**src/rtl/pulse_period_meter.sv**
```systemverilog
// Measures rising-edge spacing of pulse_in in clk cycles with a valid/ready result port.
// Optional input synchronizer: define PULSE_PERIOD_METER_SYNC_EN.
module pulse_period_meter #(
    parameter int WIDTH = 8
) (
    input  logic             clk,
    input  logic             rst,
    input  logic             enable,
    input  logic             pulse_in,
    output logic [WIDTH-1:0] period,
    output logic             period_valid,
    input  logic             period_ready,
    output logic             overflow,
    output logic             dropped
);

    typedef enum logic [1:0] {
        IDLE,
        ARM,
        MEASURE
    } state_t;

    localparam logic [WIDTH-1:0] CNT_MAX = '1;
    localparam logic [WIDTH-1:0] CNT_ONE = WIDTH'(1);

    state_t           state;
    state_t           state_next;
    logic [WIDTH-1:0] counter;
    logic [WIDTH-1:0] counter_next;
    logic             capture;
    logic             sig;
    logic             p_q;
    logic             pulse_edge;

`ifdef PULSE_PERIOD_METER_SYNC_EN
    logic sync_1;
    logic sync_2;

    // Reset high so a line held high through reset does not look like an edge.
    always_ff @(posedge clk) begin
        if (rst) begin
            sync_1 <= 1'b1;
            sync_2 <= 1'b1;
        end else begin
            sync_1 <= pulse_in;
            sync_2 <= sync_1;
        end
    end

    assign sig = sync_2;
`else
    assign sig = pulse_in;
`endif

    always_ff @(posedge clk) begin
        if (rst) begin
            p_q <= 1'b1;
        end else begin
            p_q <= sig;
        end
    end

    assign pulse_edge = sig & ~p_q;

    always_ff @(posedge clk) begin
        if (rst) begin
            state   <= IDLE;
            counter <= '0;
        end else begin
            state   <= state_next;
            counter <= counter_next;
        end
    end

    always_comb begin
        state_next   = state;
        counter_next = counter;
        capture      = 1'b0;
        if (!enable) begin
            state_next   = IDLE;
            counter_next = '0;
        end else begin
            case (state)
                IDLE: begin
                    state_next = ARM;
                end
                ARM: begin
                    if (pulse_edge) begin
                        counter_next = CNT_ONE;
                        state_next   = MEASURE;
                    end
                end
                MEASURE: begin
                    if (pulse_edge) begin
                        capture      = 1'b1;
                        counter_next = CNT_ONE;
                    end else if (counter != CNT_MAX) begin
                        counter_next = counter + CNT_ONE;
                    end
                end
                default: begin
                    state_next   = IDLE;
                    counter_next = '0;
                end
            endcase
        end
    end

    // A capture overwrites the held result only if the slot is empty or draining this cycle.
    always_ff @(posedge clk) begin
        if (rst) begin
            period       <= '0;
            overflow     <= 1'b0;
            period_valid <= 1'b0;
            dropped      <= 1'b0;
        end else begin
            dropped <= 1'b0;
            if (capture) begin
                if (!period_valid || period_ready) begin
                    period       <= counter;
                    overflow     <= (counter == CNT_MAX);
                    period_valid <= 1'b1;
                end else begin
                    dropped <= 1'b1;
                end
            end else if (period_valid && period_ready) begin
                period_valid <= 1'b0;
            end
        end
    end

endmodule

```
**config.mk**
```make
export PLATFORM = sky130hd
export DESIGN_NAME = pulse_period_meter
export DESIGN_NICKNAME = d
export VERILOG_FILES = /design/src/rtl/pulse_period_meter.sv
export SDC_FILE = /design/constraint.sdc
export NUM_CORES = 1
export LEC_CHECK = 0
export BUFFER_PORTS_ARGS = -buffer_cell sky130_fd_sc_hd__buf_2
export CAP_MARGIN = 5
export CORE_ASPECT_RATIO = 2
export CORE_MARGIN = 5
export CORE_UTILIZATION = 35
export CTS_CLUSTER_DIAMETER = 200
export CTS_CLUSTER_SIZE = 28
export DETAILED_ROUTE_END_ITERATION = 7
export SLEW_MARGIN = 0
export SYNTH_ARGS = -nofsm -noshare
export SYNTH_HDL_FRONTEND = slang
export SYNTH_SLANG_ARGS = --single-unit
```
**constraint.sdc**
```tcl
create_clock -name clk -period 1.72 [get_ports clk]
set_clock_uncertainty 0.05 [all_clocks]
set_input_delay 0.344 -clock clk [delete_from_list [all_inputs] [get_ports clk]]
set_output_delay 0.344 -clock clk [all_outputs]
set_load 0.02 [all_outputs]
```
-- After elaboration in Yosys (flattened, before gate mapping)
Index checks and enable logic that the tools add are counted.
- register bits: 22
- reduce and logical (&&, ||, !) cells: 11
- $add $sub $neg: 1
- bitwise operators: 6
- equal/unequal tests: 7
- multiplexer cells: 13
- operators by type and width (operator ; number):
    $mux 8 ; 3
    $pmux 8 s3 ; 1
    $add 8x1->8 const B ; 1
    $eq 8x8->1 const B ; 1
    $ne 8x8->1 const B ; 1
    $mux 1 ; 7
    $pmux 2 s3 ; 1
    $reduce_and 2->1 ; 3
    $not 1->1 ; 5
    $reduce_or 2->1 ; 2
    $ne 3x3->1 const B ; 1
    $reduce_and 3->1 ; 1
    $eq 2x1->1 const B ; 1
    $eq 2x2->1 const B ; 1
    $logic_not 2->1 ; 1
    $mux 2 ; 1
    $ne 2x1->1 const B ; 1
    $ne 2x2->1 const B ; 1
    $reduce_bool 2->1 ; 1
    $and 1x1->1 ; 1
    $logic_and 1x1->1 ; 1
    $logic_not 1->1 ; 1
    $logic_or 1x1->1 ; 1

-- Longest topological paths before layout
- depth after elaboration: 7
- gate-level depth with buffers: 7
- gate-level depth less buffers: 6

-- Worst setup path before layout
Ideal clock, no wire load.
- path kind: register to register
- from: register state[0]
- to: register counter[4]
- library setup time: 70 ps
- period minus slack after synthesis: 1647 ps
- stages on the path, launching flop included: 7
- required time: 1600 ps
- setup slack: 73 ps
- arrival: 1527 ps
- path through: dfxtp_1 > inv_1 > ha_1 > a21oi_4 > o31ai_2 > or4_1 > a21oi_1
- cells in the longest elaborated chain, start to end: 3
- ends and longest elaborated chain (what ; RTL line ; text):
    start: declaration ; 26 ; state_t state;
    start signal: assignment ; 70 ; state <= state_next;
    $eq 2x2->1, or another cell as far along ; 83 ; case (state)
    $ne 3x3->1 (no source line), or another cell as far along ; n/a ;
    $reduce_and 3->1 (no source line) ; n/a ;
    end signal: assignment ; 71 ; counter <= counter_next;
    end: declaration ; 28 ; logic [WIDTH-1:0] counter;
Parallel ways exist; a longest one is shown, timed or not.
A chain may end at the register's enable or synchronous reset.

-- Worst setup path after layout
- from: register p_q
- to: register counter[4]
- cells in the longest elaborated chain, start to end: 4
- ends and longest elaborated chain (what ; RTL line ; text):
    start: declaration ; 32 ; logic p_q;
    start signal: assignment ; 59 ; p_q <= sig;
    $not 1->1 (*) ; 63 ; assign pulse_edge = sig & ~p_q;
    $and 1x1->1 (*) ; 63 ;
    $ne 3x3->1 (no source line), or another cell as far along ; n/a ;
    $reduce_and 3->1 (no source line) / $pmux 8 s3 (equally long branches) ; n/a ;
Mark *: on every way between the ends. The rest lies on a longest branch, timed or not.

==> reports/results.md <==
## Job
* **count of maximum capacitance violations** 0

## CTS
* **number of buffers created by CTS** 3
* **clock latency on the worst-skew pair** 0.26 ns
* **clock transition at the registers of the reported paths** 0.08 ns
* **TritonCTS clock tree** done
* **clk sinks** 22
* **buffer levels on the longest clock path** 2
* **root buffer selected by CTS** sky130_fd_sc_hd__clkbuf_8
* **CTS H-tree lvls** 1

## Synth
* **post-synth top area cell** sky130_fd_sc_hd__dfxtp_1
* **post-synthesis cell type count** 31
* **main flop type after synthesis** sky130_fd_sc_hd__dfxtp_1
* **flop and latch count out of synthesis** 22
* **ys async rst share** 0%
* **Avg Cell Area, Syn** 8.919 um2
* **Post-synth EDFFs** 0
* **gate count after technology mapping** 117
* **nets in the synthesized netlist** 127
* **Synth area leaders** sky130_fd_sc_hd__dfxtp_1, sky130_fd_sc_hd__mux2i_1, sky130_fd_sc_hd__nor2_1, sky130_fd_sc_hd__ha_1, sky130_fd_sc_hd__a21oi_1
* **Yosys Warn Count** 0
* **top cell type's share of synthesized area** 42.21%
* **mapped cell area** 1044 um2
* **proportion of synthesized chip area in sequential cells** 42.21%

## Pwr
* **Lkg Pwr** 0.5214 nW
* **pwr dens** 680.9 nW/um2
* **highest ir drop seen on vdd** 350.1 uV
* **Final Power** 0.9346 mW

## Finish
* **area delta synth->final** 31.54%
* **ant diodes** 0
* **NumNets Final** 159
* **ratio of cells with drive above 1 in the final layout** 36.05%

## STA
* **final worst-path setup slack** 0.05417 ns
* **hold violation total from the final report** 0
* **Slew @ Worst Pin** 0.3951 ns
* **Highest Clock Rate** 0.6003 GHz
* **remaining max-slew budget at the tightest pin** 73.50%
* **Setup Viol. Count Final** 0
* **pins over their slew limit** 0
* **post-route minimum period** 1.666 ns
* **total negative slack for setup checks** 0 ns
* **final worst-path cycle share** 96.85%
* **unrepaired setup endpoints after global routing** true

## Critical path
* **kind of start point of the critical path** register
* **CP max stage delay** 0.49 ns
* **required time of the critical path** 1.87 ns
* **critical path's slowest cell** sky130_fd_sc_hd__or4_4
* **highest net fanout along the worst path** 7
* **data arrival time of the worst path** 1.81 ns
* **cell-by-cell listing of the critical path** nand2b_2 > a21oi_4 > o31ai_4 > or4_4 > a21oi_2
* **path type of the worst setup path** reg2reg
* **FF-to-FF setup slack** 0.05 ns
* **Worst setup EP type** register

## Floorplanning
* **Die Height** 87.22 um
* **standard cell core area** 2908 um2
* **I/O pin total** 16
* **row count** 28
* **starting density of the core** 35.89%
* **Die X-Extent** 48.61 um
* **floorplan die area** 4240 um2

## Placement
* **Final HPWL DP** 2000 um
* **count of buffers inserted at the top-level ports** 15
* **pre-CTS WS** -0.09277 ns
* **final RePlAce weighted congestion** 0.8025

## Global route
* **wire length of the first global-routing pass** 4436 um
* **GR Overflow Total** 0
* **Total Routing Usage GR** 13.03%
* **initial antenna violation count** 0
* **via count of the first global-routing pass** 1015
* **pin count of the biggest net entering global routing** 14

## Drt
* **average wire length per cell after detail routing** 15.44 um
* **Antenna Violating Nets Remaining** 0
* **length of the first detailed-routing pass in iterations** 4
* **vias per cell** 5.701
* **total routed wirelength** 2732 um
* **via total after detailed routing** 1009
* **number of DRC markers after the initial detailed-route iteration** 47
* **number of design rule violations left after detail routing** 0

## Worst hold path
* **kind of path behind the tightest hold check** in2reg

## Status
* **status** completed

routing by layer:
layer,up-vias,wire (um),global-route usage (%)
met5,-,0,0
met4,0,109,8.088
met3,11,102,1.887
met2,30,1579,24.88
met1,488,940,12.59
li1,480,-,-
Yosys cell counts (all sizes together), types with 2 or more instances:
cell / number
dfxtp: 22
nand4b: 2
inv: 4
nand2b: 2
a21o: 2
nand4: 3
o21ai: 3
nand3: 4
nand2: 8
or4: 2
nor3: 2
a21oi: 11
a31oi: 5
and3: 3
ha: 5
mux2i: 9
buf: 2
nor2: 19
path summary, 6_finish.rpt:
check / startpoint / end / cells after the start
hold reg to reg: period[5]$_SDFFE_PP0P_ / period[5]$_SDFFE_PP0P_ / 2
setup / recovery: p_q$_SDFF_PP1_ / counter[4]$_SDFFE_PP0P_ / 5
setup reg to reg: p_q$_SDFF_PP1_ / counter[4]$_SDFFE_PP0P_ / 5
hold / removal: period_ready / dropped$_SDFF_PP0_ / 3
power by group:
part	switching (mW)	internal [mW]	leakage, nW	total (mW)
combinational	0.0569	0.0445	0.321	0.101
sequential	0.00415	0.513	0.179	0.517
clock	0.160	0.156	0.0216	0.316
what timing repair did:
action | CTS | global route
hold buffers | 0 | 0
setup endpoints to repair | 4 | 13
cloned | 0 | 1
gates resized for setup | 5 | 14
setup buffers | 0 | 1
layout by cell type (no fill, tap or decap), types with 2 or more instances in the layout:
cell,instances
sky130_fd_sc_hd__a21oi_1,9
sky130_fd_sc_hd__a31oi_1,5
sky130_fd_sc_hd__and3_1,3
sky130_fd_sc_hd__buf_2,15
sky130_fd_sc_hd__buf_4,13
sky130_fd_sc_hd__clkbuf_8,3
sky130_fd_sc_hd__dfxtp_1,20
sky130_fd_sc_hd__ha_1,2
sky130_fd_sc_hd__ha_4,3
sky130_fd_sc_hd__inv_1,2
sky130_fd_sc_hd__inv_2,2
sky130_fd_sc_hd__mux2i_1,9
sky130_fd_sc_hd__nand2_1,6
sky130_fd_sc_hd__nand2_2,2
sky130_fd_sc_hd__nand3_1,2
sky130_fd_sc_hd__nand3_2,2
sky130_fd_sc_hd__nand4_1,3
sky130_fd_sc_hd__nand4b_1,2
sky130_fd_sc_hd__nor2_1,19
sky130_fd_sc_hd__nor3_1,2
sky130_fd_sc_hd__o21ai_0,3
cell type report:
type	count	area, um2
fillers	279	1535
multi-input cells	89	649.4
flip-flops and latches	22	445.4
repair buffers	29	183.9
clock buffers	3	41.29
well taps	30	37.54
inverters	4	15.01
cells by family (layout without fill, tap and decap cells):
group           count (synthesis)  after routing  share of synthesized area, %
simple gates                   50             50                         24.34
compound gates                 23             24                         14.39
flops                          22             22                         42.21
mux                            10             10                         9.712
buf+inv                         7             36                         3.356
fa+ha+maj                       5              5                         5.995
flip-flops by register name (all words and copies together), names as in the netlist:
name          cells
p_q               1
dropped           1
overflow          1
state             2
counter           8
period_valid      1
period            8
critical path: cells and delay by family (launching register included):
kind / cells / cell delay [ns]
simple gates: 2 / 0.75
flops: 1 / 0.32
compound gates: 3 / 0.49
through the flow:
step	hold slack (ns)	instances	instance area [um2]	utilization, %
after floorplan	0.3733	117	1044	-
after global placement	0.4173	172	1234	42.43
after detailed placement	0.4264	172	1234	42.43
after CTS	0.3306	175	1294	44.49
after global routing	0.3656	177	1373	47.20
final	0.3353	177	1373	47.20
Power figures use the tool's default switching activity.
